File: config.mk
export PLATFORM = sky130hd
export DESIGN_NAME = uart_rx_core
export DESIGN_NICKNAME = d
export VERILOG_FILES = /design/src/rtl/uart_rx_core.sv
export SDC_FILE = /design/constraint.sdc
export NUM_CORES = 1
export LEC_CHECK = 0
export ABC_CLOCK_PERIOD_IN_PS = 1500
export CAP_MARGIN = 5
export CORE_MARGIN = 1
export CORE_UTILIZATION = 43
export DETAILED_ROUTE_END_ITERATION = 8
export GPL_TIMING_DRIVEN = 0
export SYNTH_ARGS = -nofsm -noshare
export SYNTH_HDL_FRONTEND = slang
export SYNTH_SLANG_ARGS = --single-unit
File: constraint.sdc
create_clock -name CLK -period 1.5 [get_ports CLK]
set_input_delay 0.3 -clock CLK [delete_from_list [all_inputs] [get_ports CLK]]
set_output_delay 0.3 -clock CLK [all_outputs]
set_load 0.1 [all_outputs]
File: src/rtl/uart_rx_core.sv
// uart_rx_core: 8N1 asynchronous receiver with 16x oversampling.
// Each bit is judged by a 3-sample majority vote. The received byte is
// delivered through a one-entry valid/ready holding register. Framing
// errors and overruns are reported as one-cycle pulses.
//
// state | meaning
// IDLE  | line idle, waiting for a falling edge (or for the line to go high after a break or reset)
// START | start bit, mid-bit majority rejects glitches
// DATA  | DATA_BITS data bits, shifted in LSB first
// STOP  | stop bit, judged at mid-bit, byte delivered on the following edge
`timescale 1ns/1ps

module uart_rx_core #(
    parameter int OVS_DIV   = 27,
    parameter int DATA_BITS = 8
) (
    input  logic                 CLK,
    input  logic                 RSTn,
    input  logic                 rxd,
    output logic [DATA_BITS-1:0] rx_data,
    output logic                 rx_valid,
    input  logic                 rx_ready,
    output logic                 frame_err,
    output logic                 overrun,
    output logic                 busy
);

    localparam int CW = $clog2(OVS_DIV);
    localparam logic [CW-1:0] CNT_LAST = CW'(OVS_DIV - 1);
    localparam logic [2:0]    LAST_BIT = 3'(DATA_BITS - 1);

    typedef enum logic [1:0] {IDLE, START, DATA, STOP} state_t;

    state_t               state;
    logic                 sync_a;
    logic                 rs;
    logic [1:0]           sync_vld;
    logic [CW-1:0]        tick_cnt;
    logic                 tick;
    logic [3:0]           s;
    logic                 samp7;
    logic                 samp8;
    logic                 maj;
    logic [2:0]           bit_idx;
    logic [DATA_BITS-1:0] shreg;
    logic                 stop_done;
    logic                 stop_bit;
    logic                 wait_high;

    assign tick = (tick_cnt == CNT_LAST);
    assign maj  = (samp7 & samp8) | (samp7 & rs) | (samp8 & rs);

    // Two-flop synchronizer for rxd; sync_vld marks when rs reflects the real line
    // rather than the reset value, so a line held low across reset is not
    // mistaken for a fresh start edge.
    always_ff @(posedge CLK) begin
        if (!RSTn) begin
            sync_a   <= 1'b1;
            rs       <= 1'b1;
            sync_vld <= 2'b00;
        end else begin
            sync_a   <= rxd;
            rs       <= sync_a;
            sync_vld <= {sync_vld[0], 1'b1};
        end
    end

    // Receive FSM with oversample tick counter, sample counter and holding register.
    always_ff @(posedge CLK) begin
        if (!RSTn) begin
            state     <= IDLE;
            tick_cnt  <= '0;
            s         <= 4'd0;
            samp7     <= 1'b1;
            samp8     <= 1'b1;
            bit_idx   <= 3'd0;
            shreg     <= '0;
            stop_done <= 1'b0;
            stop_bit  <= 1'b1;
            wait_high <= 1'b1;
            rx_data   <= '0;
            rx_valid  <= 1'b0;
            frame_err <= 1'b0;
            overrun   <= 1'b0;
            busy      <= 1'b0;
        end else begin
            frame_err <= 1'b0;
            overrun   <= 1'b0;
            if (rx_valid && rx_ready) begin
                rx_valid <= 1'b0;
            end

            if (state == IDLE) begin
                tick_cnt <= '0;
                s        <= 4'd0;
            end else if (tick) begin
                tick_cnt <= '0;
                s        <= s + 4'd1;
                if (s == 4'd7) samp7 <= rs;
                if (s == 4'd8) samp8 <= rs;
            end else begin
                tick_cnt <= tick_cnt + CW'(1);
            end

            case (state)
                IDLE: begin
                    stop_done <= 1'b0;
                    if (wait_high) begin
                        if (rs && sync_vld[1]) begin
                            wait_high <= 1'b0;
                        end
                    end else if (!rs) begin
                        state <= START;
                        busy  <= 1'b1;
                    end
                end
                START: begin
                    if (tick) begin
                        if (s == 4'd9 && maj) begin
                            state <= IDLE;
                            busy  <= 1'b0;
                        end else if (s == 4'd15) begin
                            state   <= DATA;
                            bit_idx <= 3'd0;
                        end
                    end
                end
                DATA: begin
                    if (tick) begin
                        if (s == 4'd9) begin
                            shreg <= {maj, shreg[DATA_BITS-1:1]};
                        end
                        if (s == 4'd15) begin
                            if (bit_idx == LAST_BIT) begin
                                state <= STOP;
                            end else begin
                                bit_idx <= bit_idx + 3'd1;
                            end
                        end
                    end
                end
                STOP: begin
                    if (stop_done) begin
                        state     <= IDLE;
                        busy      <= 1'b0;
                        stop_done <= 1'b0;
                        if (stop_bit) begin
                            if (!rx_valid || rx_ready) begin
                                rx_data  <= shreg;
                                rx_valid <= 1'b1;
                            end else begin
                                overrun <= 1'b1;
                            end
                        end else begin
                            frame_err <= 1'b1;
                            wait_high <= 1'b1;
                        end
                    end else if (tick && s == 4'd9) begin
                        stop_bit  <= maj;
                        stop_done <= 1'b1;
                    end
                end
                default: begin
                    state <= IDLE;
                    busy  <= 1'b0;
                end
            endcase
        end
    end

endmodule

# After elaboration in Yosys (flattened, before gate mapping)
# Index checks and enable logic that the tools add are counted.
[word_totals]
regBits = 43
out_inout_bits = 12
in_bits = 4
[op_classes]
bitwise = 8
muxes = 39
eq_ne = 22
addsub = 3
reduce_logical = 23
[ops]
columns = ["operator", "n"]
rows = [
  ["$ne 2x2->1 const B", 12],
  ["$mux 1", 19],
  ["$mux 2", 9],
  ["$mux 3", 6],
  ["$reduce_and 3->1", 6],
  ["$eq 4x4->1 const B", 3],
  ["$pmux 2 s4", 1],
  ["$reduce_and 4->1", 2],
  ["$reduce_and 8->1", 1],
  ["$reduce_and 7->1", 1],
  ["$pmux 3 s2", 1],
  ["$reduce_and 6->1", 1],
  ["$add 5x1->5 const B", 1],
  ["$eq 5x5->1 const B", 1],
  ["$add 4x1->4 const B", 1],
  ["$eq 2x2->1 const B", 2],
  ["$eq 4x3->1 const B", 1],
  ["$logic_and 1x1->1", 4],
  ["$pmux 1 s2", 2],
  ["$reduce_bool 2->1", 2],
  ["$add 3x1->3 const B", 1],
  ["$and 1x1->1", 3],
  ["$eq 3x3->1 const B", 1],
  ["$ne 3x3->1 const B", 1],
  ["other kinds (10)", 13],
]

# Longest topological paths before layout
[depth]
ltp_word = 7
mapped_depth = 8

# Worst setup path before layout
# No wires, ideal clock.
[synth_timing]
kind = "register to register"
from = "register rx_valid"
to = "register rx_data[2]"
stages_incl_launch_ff = 5
slack_ns = -0.235
required_ns = 1.380
arrival_ns = 1.615
synth_period_minus_slack_ns = 1.735
path_buffers = 0
setup_ns = 0.120
cell_sequence = "dfxtp_1 > nor2b_1 > nor2_4 > mux2i_1 > nor2b_1"
[synth_between]
elab_chain_cells = 3
[synth_rtl]
columns = ["item", "line", "text"]
rows = [
  ["from (decl)", "21", "output logic rx_valid,"],
  ["from (signal assigned)", "82", "rx_valid <= 1'b0;"],
  ["from (signal assigned)", "90", "rx_valid <= 1'b0;"],
  ["from (signal assigned)", "150", "rx_valid <= 1'b1;"],
  ["$logic_not 1->1", "148", "if (!rx_valid || rx_ready) begin"],
  ["$logic_or 1x1->1", "148", ""],
  ["$reduce_and 4->1 (no line)", "--", ""],
  ["to (signal assigned)", "149", "rx_data <= shreg;"],
  ["to (decl)", "20", "output logic [DATA_BITS-1:0] rx_data,"],
]
# Every way passes these cells.
# A chain may end at the register's enable or synchronous reset.

==> results by group <==
GRT
  • Total gr overflow: 0
  • Vias in the first global route: ~1,400
  • Initial antenna violation count: 0
  • First-pass GRT wire length: around 6200 um
  • Met2 usage: 0.308
  • GRT Overall Usage: 0.183
  • GR peak layer: met2
  • Largest net degree at the start of global routing: 13
  • GR Util met1: 0.214
  • GR Util met3: 0.0600

Yosys
  • Synth top area share: 0.458
  • Post-Synthesis Cells: approximately 190
  • Synth warn: 0
  • Ranking of synthesized cells by area: dfxtp_1 46%, mux2i_1 10%, ha_1 8.0%, nor2b_1 5.7%, nor2_1 3.2%
  • FF+latch count, synth: 43
  • Yosys top cell by area: dfxtp_1
  • Seq/Total Area, Yosys: 0.458
  • Syn Std Cell Area: about 0.0019 sq mm
  • Syn_nets: approximately 210
  • Avg Inst Size Synth: between 9 and 10 sq um
  • Synth unique cells: 37

Pwr
  • PD cells: ~900 mW/mm^2
  • VDD IR max: between 0.7 and 0.8 mV
  • Pleak: ~0.94 nW

Detailed routing
  • Routed wire length: approximately 3700 um
  • Antenna viol nets, final: 0
  • Residual DRC: 0
  • First-pass iteration count of the detailed router: 4
  • WL per Instance: around 13 um
  • DR iter-0 viols: 26
  • Via/cell ratio: 5.16
  • Vias post-DR: approximately 1,400

Clock network
  • CTS Hold Buffers Added: 0
  • H-tree Lvls: 2
  • Later-pin clock latency in the skew report: about 0.29 ns
  • Reg clk slew, reported paths: around 0.080 ns
  • Clk buf depth: 2
  • Root Driver: clkbuf_8
  • CTS tree: built
  • Clk sinks: 43
  • CTS buffer count: 5

Finish
  • Ratio of cells with drive above 1 in the final layout: 0.269
  • Most common cell after layout, fill and taps aside: dfxtp_1
  • Fin util: 0.579
  • Ant diodes: 0
  • Fin cells: 273
  • Most frequent cells in the layout: 36 x dfxtp_1, 19 x mux2i_1, 17 x nor2b_1
  • Total Nets Final: 238
  • Layout area overhead: 25.8%
  • Final Instance Area: ~0.0024 sq mm

STA
  • Min cycle time layout: around 1.5 ns
  • Crit share post-route: 1.02
  • Max Fclk: 0.657 GHz
  • Unrepaired setup endpoints after global routing: yes
  • # setup viols final: 2
  • Setup Skew: between 0.009 and 0.01 ns
  • Setup ws final: -0.0226 ns
  • Slew of the pin with the lowest slew margin: ~0.54 ns
  • Fin. Hold Viols: 0
  • Worst hold slack: around 0.42 ns
  • Max-slew headroom: 0.640
  • Pins Over Slew Limit: 0

Setup path
  • WP data arrival: 1.71 ns
  • Worst Path Required: about 1.7 ns
  • Worst R2R Start: tick_cnt[0]
  • Worst Setup Path Type: reg -> reg
  • CP startpoint: tick_cnt[0]
  • Worst setup EP type: flop
  • Maximum fanout along the worst path: 6
  • Crit start category: flop

Floorplan
  • Die Footprint: around 0.0046 sq mm
  • Row cnt: 23
  • Die height: between 60 and 70 um
  • Total core area: between 0.004 and 0.005 sq mm
  • Die X: 68.1 um
  • IO Count: 16
  • Initial core utilization: 0.460

Placed design
  • Placed cell count: 258
  • Dpl hpwl: 2550 um
  • Pre-CTS worst setup slack: -0.475 ns
  • Dpl cell area: ~0.0021 sq mm
  • PortBufs: 15
  • GPL Wtd Cong: 0.846

Status
  • Outcome: finished with violations
  • Failing checks: negative setup slack

Min path
  • Hold wc startpoint: sync_a
  • Worst min path class: reg -> reg

Run
  • Max_cap viols: 0
==> state kept, by name (all words and copies together) (netlist names), 2 cells and up, named ones only <==
register / cells
rx_data: 8
shreg: 8
tick_cnt: 5
s: 4
bit_idx: 3
sync_vld: 2
==> worst paths after layout <==
check,end,slack (ns),cells past startpoint
worst min-delay path,rs,0.42,1
worst max register to register,flop,-0.02,7
worst max-delay path,flop,-0.02,7
worst min register to register,rs,0.42,1
==> metal layers <==
layer,up-vias,part of all wire
met1,654,0.46
met2,25,0.48
li1,721,-
met5,-,0
met3,8,0.038
met4,0,0.022
==> area by class of cell <==
class / instances / area, sq um
well taps: 50 / 62.6
repair buffers: 23 / 200
plain buffers: 4 / 25.0
clock buffers: 7 / 76.3
inverters: 7 / 26.3
flip-flops and latches: 43 / 875
clock inverters: 1 / 5.00
multi-input cells: 138 / 1090
fillers: 370 / 1720
==> cell families after synthesis <==
| family | synth area share |
|---|---|
| compound gates | 0.0746 |
| xor+xnor | 0.0233 |
| fa+ha+maj | 0.0852 |
| buf+inv | 0.0260 |
| flops | 0.458 |
| mux | 0.101 |
| simple gates | 0.232 |
==> timing repair <==
action | 4_1_cts | 5_1_grt
pin swaps | 5 | 4
setup buffers | 5 | 3
resized for setup | 62 | 26
endpoints found under the setup margin | 40 | 27
==> stage by stage <==
| stage | setup TNS [ns] | power (mW) |
|---|---|---|
| after detailed placement | -11.35 | 1.41 |
| after global routing | -0.438 | 2.23 |
| after global placement | -10.73 | 1.40 |
| after floorplan | 0 | 1.35 |
| after CTS | -0.0308 | 2.14 |
| final | -0.0240 | 2.13 |
==> worst max-delay path, cell delays in order (launching register included) <==
cell      delay [ns]
dfxtp_2         0.33
inv_2           0.06
ha_4            0.13
nand4b_4        0.16
a21o_1          0.25
a21oi_4         0.19
nand2_1         0.07
o221a_1         0.23
==> where the power goes <==
| part | total [mW] | switching (mW) | internal [mW] |
|---|---|---|---|
| registers | 1.18 | 0.0181 | 1.16 |
| clock network | 0.697 | 0.370 | 0.327 |
| logic | 0.255 | 0.150 | 0.105 |
| total | 2.13 | 0.539 | 1.59 |
==> Yosys cell counts <==
cell and instances:
a21boi_0 1, a21boi_1 1, a21o_1 1, a21oi_1 7, a21oi_2 1, a311oi_1 1
and2_1 2, and3_1 2, and3b_1 1, and4b_1 1, buf_4 1, clkbuf_1 4
dfxtp_1 43, ha_1 12, inv_1 7, maj3_1 1, mux2i_1 19, nand2_1 15
nand2b_1 4, nand3_1 10, nand3_2 2, nand4_1 3, nand4b_2 1, nor2_1 16
nor2_4 1, nor2b_1 17, nor3_1 1, nor3b_1 1, nor4_1 1, nor4bb_1 1
o211ai_1 1, o21ai_0 6, o21ai_1 1, o221a_1 1, o41a_1 1, xnor2_1 1
xor2_1 4
No activity file was read; power rests on OpenSTA's default activity.
==> RTL edit 1, RTL diff (same flow settings) <==
The parameter `OVS_DIV` goes from 27 to 54.
--- a/src/rtl/uart_rx_core.sv
+++ b/src/rtl/uart_rx_core.sv
@@ -11,7 +11,7 @@
 `timescale 1ns/1ps
 
 module uart_rx_core #(
-    parameter int OVS_DIV   = 27,
+    parameter int OVS_DIV   = 54,
     parameter int DATA_BITS = 8
 ) (
     input  logic                 CLK,
Function: same outputs for any inputs over 10 cycles, from zero or initial values and one cycle with RSTn low; that may be too few to reach the edited logic, so the function may still have changed.
==> RTL edit 1 against the unedited design <==
- the flow still finishes with violations (setup timing)
- critical path depth up 1
- sequential share of layout area decreased by 1.9 points
- first-iteration DRC count rose by 110%
- routed wire length grew 15%
- synthesized area is 5.2% higher
- sequential cell count increased by 1
- non-clock buffer count increased by 10
- via count up 10%
- final cell count rose by 7.7%
- worst setup slack worse by 140 ps
- design area is 8.4% higher
- die area grew 5.0%
Power is not compared: it rests on default switching activity, and its combinational part moved more than twofold at a synthesized area within 25%.
==> RTL edit 1: results (changes against the unedited design) <==
Run status
  – Failing checks: setup timing (unchanged)
  – Status: finished, violations left (unchanged)

Yosys
  – Post-Syn Nets: 223 (was 209)
  – Share of flip-flops with an asynchronous set or reset: 0 (unchanged)
  – Library cells used by synthesis: 38 (was 37)
  – Sequential area share after synthesis: 0.446 (was 0.458)
  – Yosys synthesis warning count: 0 (unchanged)
  – Most instantiated cells after synthesis: dfxtp_1 (44), nor2_1 (29), mux2i_1 (21) (was dfxtp_1 (43), mux2i_1 (19), nor2b_1 (17))
  – Top cells by area, synth: dfxtp_1 (45%), mux2i_1 (11%), ha_1 (7.6%) (was dfxtp_1 (46%), mux2i_1 (10%), ha_1 (8.0%))

Job
  – Max_cap viols: 0 (unchanged)

Timing
  – Slew headroom: 0.637 (was 0.640)
  – Final setup vio count: 14 (was 2)
  – Final Skew: 7.04 ps (was 9.08 ps)
  – Final setup margin: -165 ps (was -22.6 ps)

Power and ir drop
  – Clock Power Share: 0.338
  – P_leak: 1.01 nW
  – Peak supply drop: 0.769 mV
  – Comb pwr share: 0.208
  – P_sw: 0.797 mW

Clock tree
  – H-tree depth: 2 (unchanged)
  – Root Buffer: clkbuf_8 (unchanged)
  – Clk_lat worst skew: 290 ps (about the same)
  – Num CTS Buffers: 5 (unchanged)
  – Reg clk slew, reported paths: 90 ps

Drt
  – WL/cell: 14.3 µm (was 13.4 µm)
  – Starting DRT DRC Count: 54 (was 26)
  – DRT Pass-1 Iters: 4 (unchanged)
  – Vias per std cell: 5.29 (was 5.16)

Setup path
  – Worst Setup SP: s[1] (was tick_cnt[0])
  – Critical path's largest stage delay: 360 ps (was 330 ps)
  – Crit path max-delay family: compound AO/OA/AOI/OAI gates (unchanged)
  – Worst Path Arrival: 1840 ps (was 1710 ps)
  – Worst path slowest cell: dfxtp_2 (unchanged)
  – Worst flop-to-flop path startpoint: s[1] (was tick_cnt[0])
  – CP max FO: 4 (was 6)

Placed design
  – Pre-CTS WS: -487 ps (was -475 ps)
  – Count of buffers from port buffering: 15 (unchanged)
  – HPWL Detailed: 2930 µm (was 2550 µm)
  – Placed Area: 0.00225 mm² (was 0.00211 mm²)
  – GP Congestion: 0.818 (was 0.846)

Cells and area
  – Layout cells sized above 1: 0.318 (was 0.269)
  – Antenna Cells: 0 (unchanged)
  – Top flop regs: rx_data: 8 flops, shreg: 8 flops, tick_cnt: 6 flops (was rx_data: 8 flops, shreg: 8 flops, tick_cnt: 5 flops)
  – Layout Nets: 257 (was 238)

Global route
  – Largest net degree at the start of global routing: 15 (was 13)
  – Vias in the first global route: 1520 (was 1355)
  – First-pass GRT wire length: 6710 µm (was 6170 µm)
  – Total global-route track usage: 0.172 (was 0.183)

Min path
  – Worst hold path class: reg -> reg (unchanged)
  – Hold Crit Start: sync_a (unchanged)
RTL edit 1: cell types whose count changed after synthesis, sizes merged, moves of 3 or more:
cell / unedited run / this run
buf: 1 / 4
nand2b: 4 / 8
a211oi: 0 / 3
a31oi: 0 / 3
nor2b: 17 / 1
a21oi: 8 / 4
o21ai: 7 / 4
nor2: 17 / 29
xnor2: 1 / 4
RTL edit 1: worst paths after layout:
path,end,depth (start not counted),slack (ps)
max,state[0],8,-170
min reg2reg,rs,1,430
max reg2reg,state[0],8,-170
min,rs,1,430
RTL edit 1: cell families after synthesis:
family / share of synthesized area
AND/OR/NAND/NOR: 0.224
flip-flops: 0.446
multiplexers: 0.106
AO/OA/AOI/OAI: 0.0722
buffers and inverters: 0.0399
adder cells (fa/ha/maj): 0.0810
XOR/XNOR: 0.0310
RTL edit 1: per-layer routing:
metal | GRT usage | up-vias | wire length [µm]
li1 | - | 782 | -
met1 | 0.198 | 748 | 1890
met2 | 0.318 | 17 | 2170
met3 | 0.0320 | 7 | 96
met4 | 0.0511 | 0 | 51
met5 | 0 | - | 0
RTL edit 1: metrics by stage:
step	std cells	hold WS, ps	setup TNS [ps]	power, mW
after CTS	289	429	-803	2.74
after floorplan	207	328	-32.4	1.65
after global routing	294	458	-2040	2.92
after global placement	274	391	-11390	1.74
final	294	431	-630	2.81
after detailed placement	274	409	-12200	1.76
RTL edit 1: timing repair:
item	CTS	global route
hold buffers	0	0
setup buffers	8	5
endpoints found under the hold margin	0	0
endpoints found under the setup margin	44	40
pin swaps	5	8
resized for setup	58	28
RTL edit 1: cell type report:
type	instances	area, µm²
Buffer	9	77.6
Clock buffer	6	82.6
Clock inverter	2	38.8
Fill cell	366	1820
Inverter	8	37.5
Multi-Input combinational cell	145	1140
Sequential cell	44	900
Tap cell	52	65.1
Timing Repair Buffer	28	220
==> RTL edit 2, RTL diff (same settings) <==
Made on the original files. Register the input `rxd` before use. The logic sees it one clock later. The other inputs are not delayed to match.
--- a/src/rtl/uart_rx_core.sv
+++ b/src/rtl/uart_rx_core.sv
@@ -31,6 +31,12 @@
 
     typedef enum logic [1:0] {IDLE, START, DATA, STOP} state_t;
 
+    logic rxd_q;
+
+    always_ff @(posedge CLK) begin
+        rxd_q <= rxd;
+    end
+
     state_t               state;
     logic                 sync_a;
     logic                 rs;
@@ -59,7 +65,7 @@
             rs       <= 1'b1;
             sync_vld <= 2'b00;
         end else begin
-            sync_a   <= rxd;
+            sync_a   <= rxd_q;
             rs       <= sync_a;
             sync_vld <= {sync_vld[0], 1'b1};
         end
Check against the original RTL: not equivalent (a bounded check fails within 10 cycles, from zero or initial values and one cycle with RSTn low).
==> RTL edit 2 against the unedited design <==
- the flow still finishes with violations (setup timing)
- fmax is 5.1% lower
- first-iteration DRC count grew to 2.5 times the old value
- routed wire length is 1.7% lower
- worst setup slack worse by 82 ps
- sequential cell count is 1 higher
- design area is 1.0% higher
- critical path depth is 2 lower
- synthesized area is 0.87% higher
Power is not compared: it rests on default switching activity, and its combinational part moved more than twofold at a synthesized area within 25%.
==> RTL edit 2: results (changes against the unedited design) <==
Global route
  – Met1 Track Usage GR: 0.211 (was 0.214)
  – Largest net degree at the start of global routing: 14 (was 13)
  – GRT met2 Usage: 0.277 (was 0.308)
  – Total global-route track usage: 0.169 (was 0.183)
  – Vias in the first global route: 1354 (was 1355)
  – First-pass GRT wire length: 5820 µm (was 6170 µm)
  – Met3 layer usage reported by global route: 0.0350 (was 0.0600)

Timing
  – Hold Worst Slack: 409 ps (was 422 ps)
  – Slew headroom: 0.639 (was 0.640)
  – Final TNS setup: -223 ps (was -24.0 ps)
  – Final Skew: 6.82 ps (was 9.08 ps)
  – Final setup vio count: 7 (was 2)
  – Final setup margin: -104 ps (was -22.6 ps)

Drt
  – Final WL: 3590 µm (was 3650 µm)
  – Met2 WL: 1730 µm (was 1770 µm)
  – Met3 WL: 61 µm (was 139 µm)
  – Metal-1 WL: 1790 µm (was 1660 µm)
  – Via count: 1414 (was 1408)
  – DRT Pass-1 Iters: 5 (was 4)
  – Starting DRT DRC Count: 66 (was 26)

Setup path
  – Critical path's largest stage delay: 390 ps (was 330 ps)
  – Worst path slowest cell: a2111o_1 (was dfxtp_2)
  – CP max FO: 5 (was 6)
  – Worst Path Arrival: 1800 ps (was 1710 ps)
  – Worst flop-to-flop path startpoint: s[0] (was tick_cnt[0])
  – Worst R2R Path Depth: 5 (was 7)

Yosys
  – Syn avg cell area: 9.82 µm² (was 9.74 µm²)
  – Top cells by area, synth: dfxtp_1 (46%), mux2i_1 (11%), ha_1 (8.6%) (was dfxtp_1 (46%), mux2i_1 (10%), ha_1 (8.0%))
  – Most instantiated cells after synthesis: dfxtp_1 (44), nor2_1 (26), mux2i_1 (20) (was dfxtp_1 (43), mux2i_1 (19), nor2b_1 (17))
  – Post-Syn Nets: 210 (was 209)
  – Sequential area share after synthesis: 0.465 (was 0.458)

Cells and area
  – Layout cells sized above 1: 0.295 (was 0.269)
  – # fillers: 363 (was 370)
  – Layout Nets: 240 (was 238)
  – Final Instance Count excl. Fillers: 274 (was 273)

Placed design
  – GP Congestion: 0.772 (was 0.846)
  – Placed Area: 0.00215 mm² (was 0.00211 mm²)
  – HPWL Detailed: 2460 µm (was 2550 µm)
  – Pre-CTS WS: -331 ps (was -475 ps)

Power and ir drop
  – P_leak: 0.966 nW
  – Cell Int Power: 1.81 mW

Run status
  – Status: finished, violations left (unchanged)
  – Failing checks: setup timing (unchanged)

Min path
  – Hold Crit Start: sync_a (unchanged)

Clock tree
  – H-tree depth: 2 (unchanged)
  – Num CTS Buffers: 5 (unchanged)
  – Max Buffers Root-to-Sink: 2 (unchanged)
RTL edit 2: cell types whose count changed after synthesis, sizes merged, moves of 3 or more:
cell | unedited run | this run
o21ai | 7 | 4
nor2b | 17 | 1
nand2b | 4 | 7
nor2 | 17 | 26
a211oi | 0 | 3
RTL edit 2: worst reg2reg max path, stage by stage (launching register included):
cell      delay, ps
dfxtp_4         370
ha_2            220
and3_4          210
nand3_2         110
a2111o_1        390
a221oi_2        220
RTL edit 2: kinds of logic (layout without fill, tap and decap cells):
kind of cell	Yosys count	in the layout	synth area share
adder cells (fa/ha/maj)	14	14	0.0911
multiplexers	20	20	0.106
AND/OR/NAND/NOR	75	75	0.207
XOR/XNOR	5	5	0.0231
flip-flops	44	44	0.465
buffers and inverters	15	46	0.0317
AO/OA/AOI/OAI	20	20	0.0772
RTL edit 2: final cells by class:
cell class / instances / area (µm²) / share of cell area
well taps: 50 / 62.6 / 0.0262
multi-input cells: 134 / 1060 / 0.445
repair buffers: 24 / 193 / 0.0807
flip-flops and latches: 44 / 898 / 0.376
clock inverters: 1 / 7.51 / 0.00314
plain buffers: 6 / 42.5 / 0.0178
clock buffers: 7 / 86.3 / 0.0361
inverters: 8 / 35.0 / 0.0147
RTL edit 2: how the worst max path moves through the flow:
stage | start | end | slack (ps) | cells past startpoint
finish | s[0] | register | -100 | 5
global route | tick_cnt[0] | register | -160 | 6
CTS | tick_cnt[0] | register | -90 | 6
detailed placement | RSTn | bit_idx[0] | -330 | 5
global placement | RSTn | stop_done | -330 | 5
floorplan | tick_cnt[0] | register | -50 | 6
RTL edit 2: timing repair:
item,CTS,global route
gates resized for setup,64,24
buffers inserted,5,4
setup endpoints to repair,43,35
pin swaps,7,6
